**config.mk**
```make
export PLATFORM = sky130hd
export DESIGN_NAME = step_sequencer
export DESIGN_NICKNAME = d
export VERILOG_FILES = /design/src/rtl/step_sequencer.sv
export SDC_FILE = /design/constraint.sdc
export NUM_CORES = 1
export LEC_CHECK = 0
export ABC_AREA = 1
export CORE_MARGIN = 2
export CORE_UTILIZATION = 40
export DETAILED_ROUTE_END_ITERATION = 6
export GPL_ROUTABILITY_DRIVEN = 0
export PLACE_DENSITY = 0.62
export REMOVE_ABC_BUFFERS = 1
export SLEW_MARGIN = 20
export SYNTH_ARGS = -nofsm -noshare
export SYNTH_HDL_FRONTEND = slang
export SYNTH_SLANG_ARGS = --single-unit
```
**constraint.sdc**
```tcl
create_clock -name clk -period 3.3 [get_ports clk]
set_input_delay 0.66 -clock clk [delete_from_list [all_inputs] [get_ports clk]]
set_output_delay 0.66 -clock clk [all_outputs]
set_load 0.1 [all_outputs]
```
**src/rtl/step_sequencer.sv**
```systemverilog
// Stepper motor phase sequencer.
// Walks an 8-entry coil table (half or full step, either direction) at a
// programmable clock divide, emits a strobe per phase advance and counts
// advances since rotation was last enabled.
module step_sequencer #(
    parameter logic [7:0] PHASE_DIV = 8'd4,  // clk cycles per phase advance, 1..255
    parameter logic       HOLD      = 1'b0   // 1: keep coils energized while run=0
) (
    input  logic       clk,
    input  logic       rst,
    input  logic       run,
    input  logic       step,
    input  logic       dir,
    output logic [3:0] coil,
    output logic [2:0] phase_idx,
    output logic       step_pulse,
    output logic [7:0] step_count
);

    typedef enum logic {
        HALF_STEP = 1'b0,
        FULL_STEP = 1'b1
    } step_mode_e;

    typedef enum logic {
        REVERSE = 1'b0,
        FORWARD = 1'b1
    } direction_e;

    localparam logic [7:0] DIV_LAST  = PHASE_DIV - 8'd1;
    localparam logic [7:0] COUNT_MAX = 8'hFF;

    // Coil pattern {A, B, A_n, B_n} for each phase index. Adjacent entries
    // never energize a coil and its complement together.
    function automatic logic [3:0] coil_pattern(input logic [2:0] idx);
        logic [3:0] pattern;
        case (idx)
            3'd0:    pattern = 4'b1000;
            3'd1:    pattern = 4'b1100;
            3'd2:    pattern = 4'b0100;
            3'd3:    pattern = 4'b0110;
            3'd4:    pattern = 4'b0010;
            3'd5:    pattern = 4'b0011;
            3'd6:    pattern = 4'b0001;
            default: pattern = 4'b1001;
        endcase
        return pattern;
    endfunction

    logic [7:0] div_cnt_q, div_cnt_d;
    logic       run_q,     run_d;
    logic [2:0] idx_q,     idx_d;
    logic [3:0] coil_q,    coil_d;
    logic       pulse_q,   pulse_d;
    logic [7:0] count_q,   count_d;

    logic       advance;
    logic       run_rise;
    logic [2:0] stride;
    step_mode_e mode;
    direction_e direction;

    assign mode      = step_mode_e'(step);
    assign direction = direction_e'(dir);

    // Divider, phase stepping, coil lookup and advance counting.
    always_comb begin
        // NOTE: every signal driven here gets a default first so no path can
        // leave it unassigned and infer a latch.
        div_cnt_d = 8'd0;
        run_d     = run;
        idx_d     = idx_q;
        coil_d    = 4'b0000;
        pulse_d   = 1'b0;
        count_d   = count_q;
        stride    = 3'd1;

        // The divider only runs while run is high, so the first advance
        // lands on the PHASE_DIV-th run-high cycle.
        advance  = run && (div_cnt_q == DIV_LAST);
        run_rise = run && !run_q;

        if (run && !advance) begin
            div_cnt_d = div_cnt_q + 8'd1;
        end

        // Full step moves by two only from an odd (two-coil) position; from
        // an even position it first moves by one to align onto an odd index.
        if (mode == FULL_STEP && idx_q[0]) begin
            stride = 3'd2;
        end

        // 3-bit arithmetic gives the modulo-8 wrap in both directions.
        if (advance) begin
            if (direction == FORWARD) begin
                idx_d = idx_q + stride;
            end else begin
                idx_d = idx_q - stride;
            end
        end

        if (run || HOLD) begin
            coil_d = coil_pattern(idx_d);
        end

        // Every advance moves the index by a non-zero amount, so the strobe
        // coincides exactly with the index changing.
        pulse_d = advance;

        if (run_rise) begin
            count_d = advance ? 8'd1 : 8'd0;
        end else if (advance && count_q != COUNT_MAX) begin
            count_d = count_q + 8'd1;
        end
    end

    // State register with synchronous reset taking priority over an advance.
    always_ff @(posedge clk) begin
        // NOTE: sequential state uses non-blocking assignments so every
        // register samples the pre-edge values of the others.
        if (rst) begin
            div_cnt_q <= 8'd0;
            run_q     <= 1'b0;
            idx_q     <= 3'd0;
            coil_q    <= 4'b0000;
            pulse_q   <= 1'b0;
            count_q   <= 8'd0;
        end else begin
            div_cnt_q <= div_cnt_d;
            run_q     <= run_d;
            idx_q     <= idx_d;
            coil_q    <= coil_d;
            pulse_q   <= pulse_d;
            count_q   <= count_d;
        end
    end

    assign coil       = coil_q;
    assign phase_idx  = idx_q;
    assign step_pulse = pulse_q;
    assign step_count = count_q;

endmodule

```
==> summary.txt, run 1 <==
Max-slew headroom = 0.358
adder-cell share of the synthesized area = 0.0473
post-synthesis sequential area ratio = 0.411
clk sinks = 25
synthesized area = 1220 um2
Logic pwr share = 0.091
xor/xnor cell area share of the yosys netlist = 0.0144
Leak = 0.591 nW
postcts setup bufs = 0
CP max FO = 1
WL/cell = 9.45 um
Max Buffers Root-to-Sink = 2
final hold slack = 0.456 ns
Slew @ Worst Pin = 0.960 ns
largest family of logic cells by synthesized area = simple AND/OR/NAND/NOR gates
critical path arrival = 1.77 ns
CTS Buf Count = 3
CP peak stage delay = 1.12 ns
clk slew on worst S/H paths = 0.13 ns
period utilization = 0.735
Max Cap Viol = 0
drt pass-1 iters = 3
CTS tree = done
# port buffers = 20
Fillers = 304
synthesized area per cell = 7.25 um2
status = finished clean
final setup fails = 0
final worst setup slack = 0.873 ns
Max Fclk = 0.412 GHz
switch share = 0.245
post-synthesis simple-gate area fraction = 0.349
clock group share of total power = 0.277
Worst Setup End Kind = primary output
CP Class = flip-flop to primary output
initial antenna violation count = 0
share of layout cells above drive strength 1 = 0.189
hold path depth = 1
Flop pwr share = 0.633
Req. time, crit path = 2.64 ns
total power = 0.485 mW
fin. max-slew vios = 0
total gr overflow = 0
internal power = 0.366 mW
largest net degree at the start of global routing = 14
drt total wl = 2.11 mm
startpoint types = flip-flop
FF+latch count, synth = 25
Clock Root Buffer = clkbuf_4
Sequential Area = 500 um2
crit path cell chain = clkdlybuf4s50_1
first-pass GRT wire length = 3.59 mm
Ports = 21
Residual DRC = 0
yosys warns = 0
core area = 2980 um2
Compound-Gate Fraction of Synth Area = 0.0935
area of the multi-input gates = 614 um2
critical path depth in cells = 1
initial core utilization = 0.409
minimum clock period = 2.43 ns
Setup TNS = 0 ns
ranking of synthesized cells by area = dfxtp_1 (41%), nand2_1 (10%), nor2_1 (8.6%)
dpl ws = 0.841 ns
vias in the first global route = 882
hold crit path type = flip-flop to flip-flop
Post-Syn Instances = 168
Antenna diodes = 0
Synth top area share = 0.411
die area = 3500 um2
mux contribution to synthesized area = 0
post_cts resized = 0
FP Rows = 20
worst reg2reg path depth = 9
Area growth syn-to-layout = 18.1%
skew final = 0.00727 ns
Vias/cell = 4.76
Die Wd = 59.2 um
die height = 59.2 um
area leader, netlist = dfxtp_1
Switch Pwr = 0.119 mW
most frequent cells in the layout = nand2_1 (33), nor2_1 (28), dfxtp_1 (25), inv_1 (18), buf_4 (14)
Hold Vio Cnt, Final = 0
ANT nets after route = 0
Nets = 200
htree depth = 1
post-synth cell types = 26
clk_lat worst skew = 0.32 ns
gr usage total = 0.133
Worst Path Buf+Inv = 1
peak supply drop = 0.000235 V
Vias = 1,062
Worst path slowest cell = clkdlybuf4s50_1
DPL Wire Length = 1.61 mm
commonest non-fill, non-tap cell in the layout = nand2_1
Starting DRT DRC Count = 29
RSZ-0062 raised after global routing = no
pwr/cell area = 337 nW/um2
CP delay by family, top = buffers and inverters
hold_buf cts = 0
## power by group through the flow
stage / sequential, mW / clock, mW / combinational, mW
floorplan: 0.323 / 0 / 0.0199
global placement: 0.313 / 0 / 0.0438
detailed placement: 0.313 / 0 / 0.0442
CTS: 0.307 / 0.141 / 0.0441
global route: 0.307 / 0.149 / 0.0487
finish: 0.307 / 0.134 / 0.0439
## cells in the mapped netlist (all sizes together)
library cell	number
xnor2	1
inv	24
buf	1
nor3	3
nand3	14
ha	3
or2	1
fa	1
o21ai	9
nor2	32
dfxtp	25
nand2	36
nand4	3
clkbuf	1
xor2	1
a21oi	13
## registers in the layout, summed over array words and instances, names as in the netlist
signal      flops
coil            4
div_cnt_q       8
phase_idx       3
run_q           1
step_count      8
step_pulse      1
## cell type report
cell class / count / share of cell area
Timing Repair Buffer: 20 / 0.115
Tap cell: 33 / 0.0287
Inverter: 24 / 0.0627
Sequential cell: 25 / 0.348
Multi-Input combinational cell: 117 / 0.427
Clock buffer: 4 / 0.0183
## logic make-up after synthesis
family                   count (synthesis)
adder cells (fa/ha/maj)                  4
buffers and inverters                   26
AO/OA/AOI/OAI                           22
flip-flops                              25
AND/OR/NAND/NOR                         89
XOR/XNOR                                 2
## metal layers
| metal | vias up | GRT usage | share of wire |
|---|---|---|---|
| met5 | - | 0 | 0 |
| met4 | 0 | 0.0390 | 0.0090 |
| li1 | 576 | - | - |
| met2 | 14 | 0.216 | 0.46 |
| met1 | 470 | 0.167 | 0.49 |
| met3 | 2 | 0.0459 | 0.042 |
## per-stage QoR
step            util  instances  area [um2]
3_3_place_gp   0.474        219        1410
2_1_floorplan      -        166        1200
5_1_grt        0.483        223        1440
3_5_place_dp   0.474        219        1410
6_report       0.483        223        1440
4_1_cts        0.483        223        1440
## final timing paths
path	start	endpoint	slack (ns)
worst min register to register	div_cnt_q[0]	div_cnt_q[0]	0.46
worst min-delay path	div_cnt_q[0]	div_cnt_q[0]	0.46
worst max register to register	phase_idx[0]	coil[1]	1.57
worst max-delay path	coil[2]	coil[2]	0.87
No activity file was read; power rests on OpenSTA's default activity.
==> inputs of run 2 (changes only) <==
--- a/config.mk
+++ b/config.mk
@@ -10,7 +10,7 @@
 export CORE_UTILIZATION = 40
 export DETAILED_ROUTE_END_ITERATION = 6
 export GPL_ROUTABILITY_DRIVEN = 0
-export PLACE_DENSITY = 0.62
+export PLACE_DENSITY = 0.65
 export REMOVE_ABC_BUFFERS = 1
 export SLEW_MARGIN = 20
 export SYNTH_ARGS = -nofsm -noshare
==> constraint.sdc (replaced) <==
create_clock -name clk -period 2 [get_ports clk]
set_input_delay 0.4 -clock clk [delete_from_list [all_inputs] [get_ports clk]]
set_output_delay 0.4 -clock clk [all_outputs]
set_load 0.1 [all_outputs]
==> summary.txt, run 2 (synthesized netlist as in run 1, its figures left out) <==
status = finished clean
internal power = 0.610 mW (+67%)
CP max FO = 4 (+3)
commonest non-fill, non-tap cell in the layout = nand2_1
fin. max-slew vios = 0 (unchanged)
# port buffers = 20 (unchanged)
critical path arrival = 2.05 ns (+0.28 ns)
hold path depth = 1 (unchanged)
Fillers = 307 (+0.99%)
Max Fclk = 0.548 GHz
die area = 3500 um2 (unchanged)
Worst Setup End Kind = flip-flop
clock group share of total power = 0.270 (-0.007)
startpoint types = input port
Clock Root Buffer = clkbuf_4
largest net degree at the start of global routing = 14 (unchanged)
FP Rows = 20 (unchanged)
drt total wl = 2.20 mm (+4.2%)
clk_lat worst skew = 0.31 ns (about the same)
Hold Vio Cnt, Final = 0 (unchanged)
met3 routed wirelength = 76 um (-14%)
most frequent cells in the layout = nand2_1 (33), nor2_1 (28), dfxtp_1 (25), buf_4 (21), inv_1 (18)
Residual DRC = 0 (unchanged)
Max-slew headroom = 0.769 (+0.411)
postcts setup bufs = 0 (unchanged)
core area = 2980 um2 (unchanged)
Req. time, crit path = 2.22 ns (-0.42 ns)
post_cts resized = 0 (unchanged)
hold crit path type = flip-flop to flip-flop
clk sinks = 25 (unchanged)
Flop pwr share = 0.630 (-0.003)
ANT nets after route = 0 (unchanged)
Max Buffers Root-to-Sink = 2 (unchanged)
CTS tree = done
pwr/cell area = 545 nW/um2 (+62%)
dpl ws = -0.202 ns (-1.04 ns)
period utilization = 0.912
htree depth = 1 (unchanged)
Switch Pwr = 0.194 mW (+63%)
clk slew on worst S/H paths = 0.13 ns (about the same)
total gr overflow = 0 (unchanged)
top layer in use = met4
Nets = 205 (+2.5%)
initial antenna violation count = 0 (unchanged)
final worst setup slack = 0.176 ns (-0.697 ns)
share of layout cells above drive strength 1 = 0.226 (+0.0362)
initial core utilization = 0.409 (unchanged)
Antenna diodes = 0 (unchanged)
worst reg2reg path depth = 11 (+2)
total power = 0.804 mW (+66%)
post-route cell area = 1470 um2 (+2.5%)
hold_buf cts = 0 (unchanged)
switch share = 0.241 (-0.00400)
drt pass-1 iters = 4 (+1)
Area growth syn-to-layout = 21.1%
M1 wire length = 1.06 mm (+2.4%)
RSZ-0062 raised after global routing = no
DPL Wire Length = 1.76 mm (+9.4%)
Logic pwr share = 0.100 (+0.009)
CP Class = input port to flip-flop
Ports = 21 (unchanged)
skew final = 0.00708 ns (-0.000196 ns)
Max Cap Viol = 0 (unchanged)
die height = 59.2 um (unchanged)
final setup fails = 0 (unchanged)
Slew @ Worst Pin = 0.344 ns (-0.616 ns)
CTS Buf Count = 3 (unchanged)
Starting DRT DRC Count = 36 (+24%)
Die Wd = 59.2 um (unchanged)
vias in the first global route = 912 (+3.4%)
WL/cell = 9.63 um (+1.9%)
Leak = 0.621 nW (+5.2%)
Met2 Wirelength = 1.05 mm (+8.4%)
final hold slack = 0.463 ns (+0.00744 ns)
Placed Area = 1440 um2 (+2.3%)
gr usage total = 0.140 (+0.00658)
Vias = 1,089 (+2.5%)
minimum clock period = 1.82 ns
first-pass GRT wire length = 3.80 mm (+5.9%)
Vias/cell = 4.78 (+0.29%)
peak supply drop = 0.000311 V (+33%)
[run 2: cell count changes in the layout (fill, tap and decap cells not counted)]
cell,previous run,this run
o21ai_1,2,1
buf_4,14,21
o21ai_2,1,2
clkdlybuf4s50_1,6,4
[run 2: cell type report]
class / count / area, um2 / area share
Tap cell: 33 / 41.3 / 0.0280
Sequential cell: 25 / 500 / 0.340
Timing Repair Buffer: 25 / 198 / 0.134
Clock buffer: 4 / 26.3 / 0.0178
Multi-Input combinational cell: 117 / 618 / 0.419
Inverter: 24 / 90.1 / 0.0611
[run 2: critical path, stage by stage]
cell,delay (ns)
clkdlybuf4s50_1,0.45
nand2_1,0.06
ha_1,0.19
fa_1,0.43
inv_1,0.06
nand3_1,0.08
nand2_2,0.12
inv_2,0.05
nand2_2,0.07
inv_2,0.03
nand2_1,0.04
nand2_1,0.05
[run 2: power groups by stage]
stage	logic (mW)	registers, mW	clock network [mW]
6_report	0.0805	0.506	0.217
5_1_grt	0.0888	0.507	0.256
4_1_cts	0.0803	0.506	0.226
3_5_place_dp	0.0802	0.517	0
3_3_place_gp	0.0796	0.517	0
2_1_floorplan	0.0329	0.532	0
[run 2: through the flow]
stage	util	TNS [ns]	std cells
after global routing	0.495	0	228
after detailed placement	0.485	-0.658	224
after floorplan	-	-2.41	166
after CTS	0.494	0	228
after global placement	0.485	-0.494	224
final	0.495	0	228
[run 2: final timing paths]
| check | from | to | slack [ns] |
|---|---|---|---|
| max | step | coil[1] | 0.18 |
| min | div_cnt_q[0] | div_cnt_q[0] | 0.46 |
| min reg2reg | div_cnt_q[0] | div_cnt_q[0] | 0.46 |
| max reg2reg | phase_idx[0] | coil[1] | 0.29 |
[run 2: metal layers]
layer / GRT usage / vias up
met5: 0 / -
met4: 0.0292 / 0
li1: - / 585
met1: 0.184 / 487
met3: 0.0459 / 2
met2: 0.224 / 15
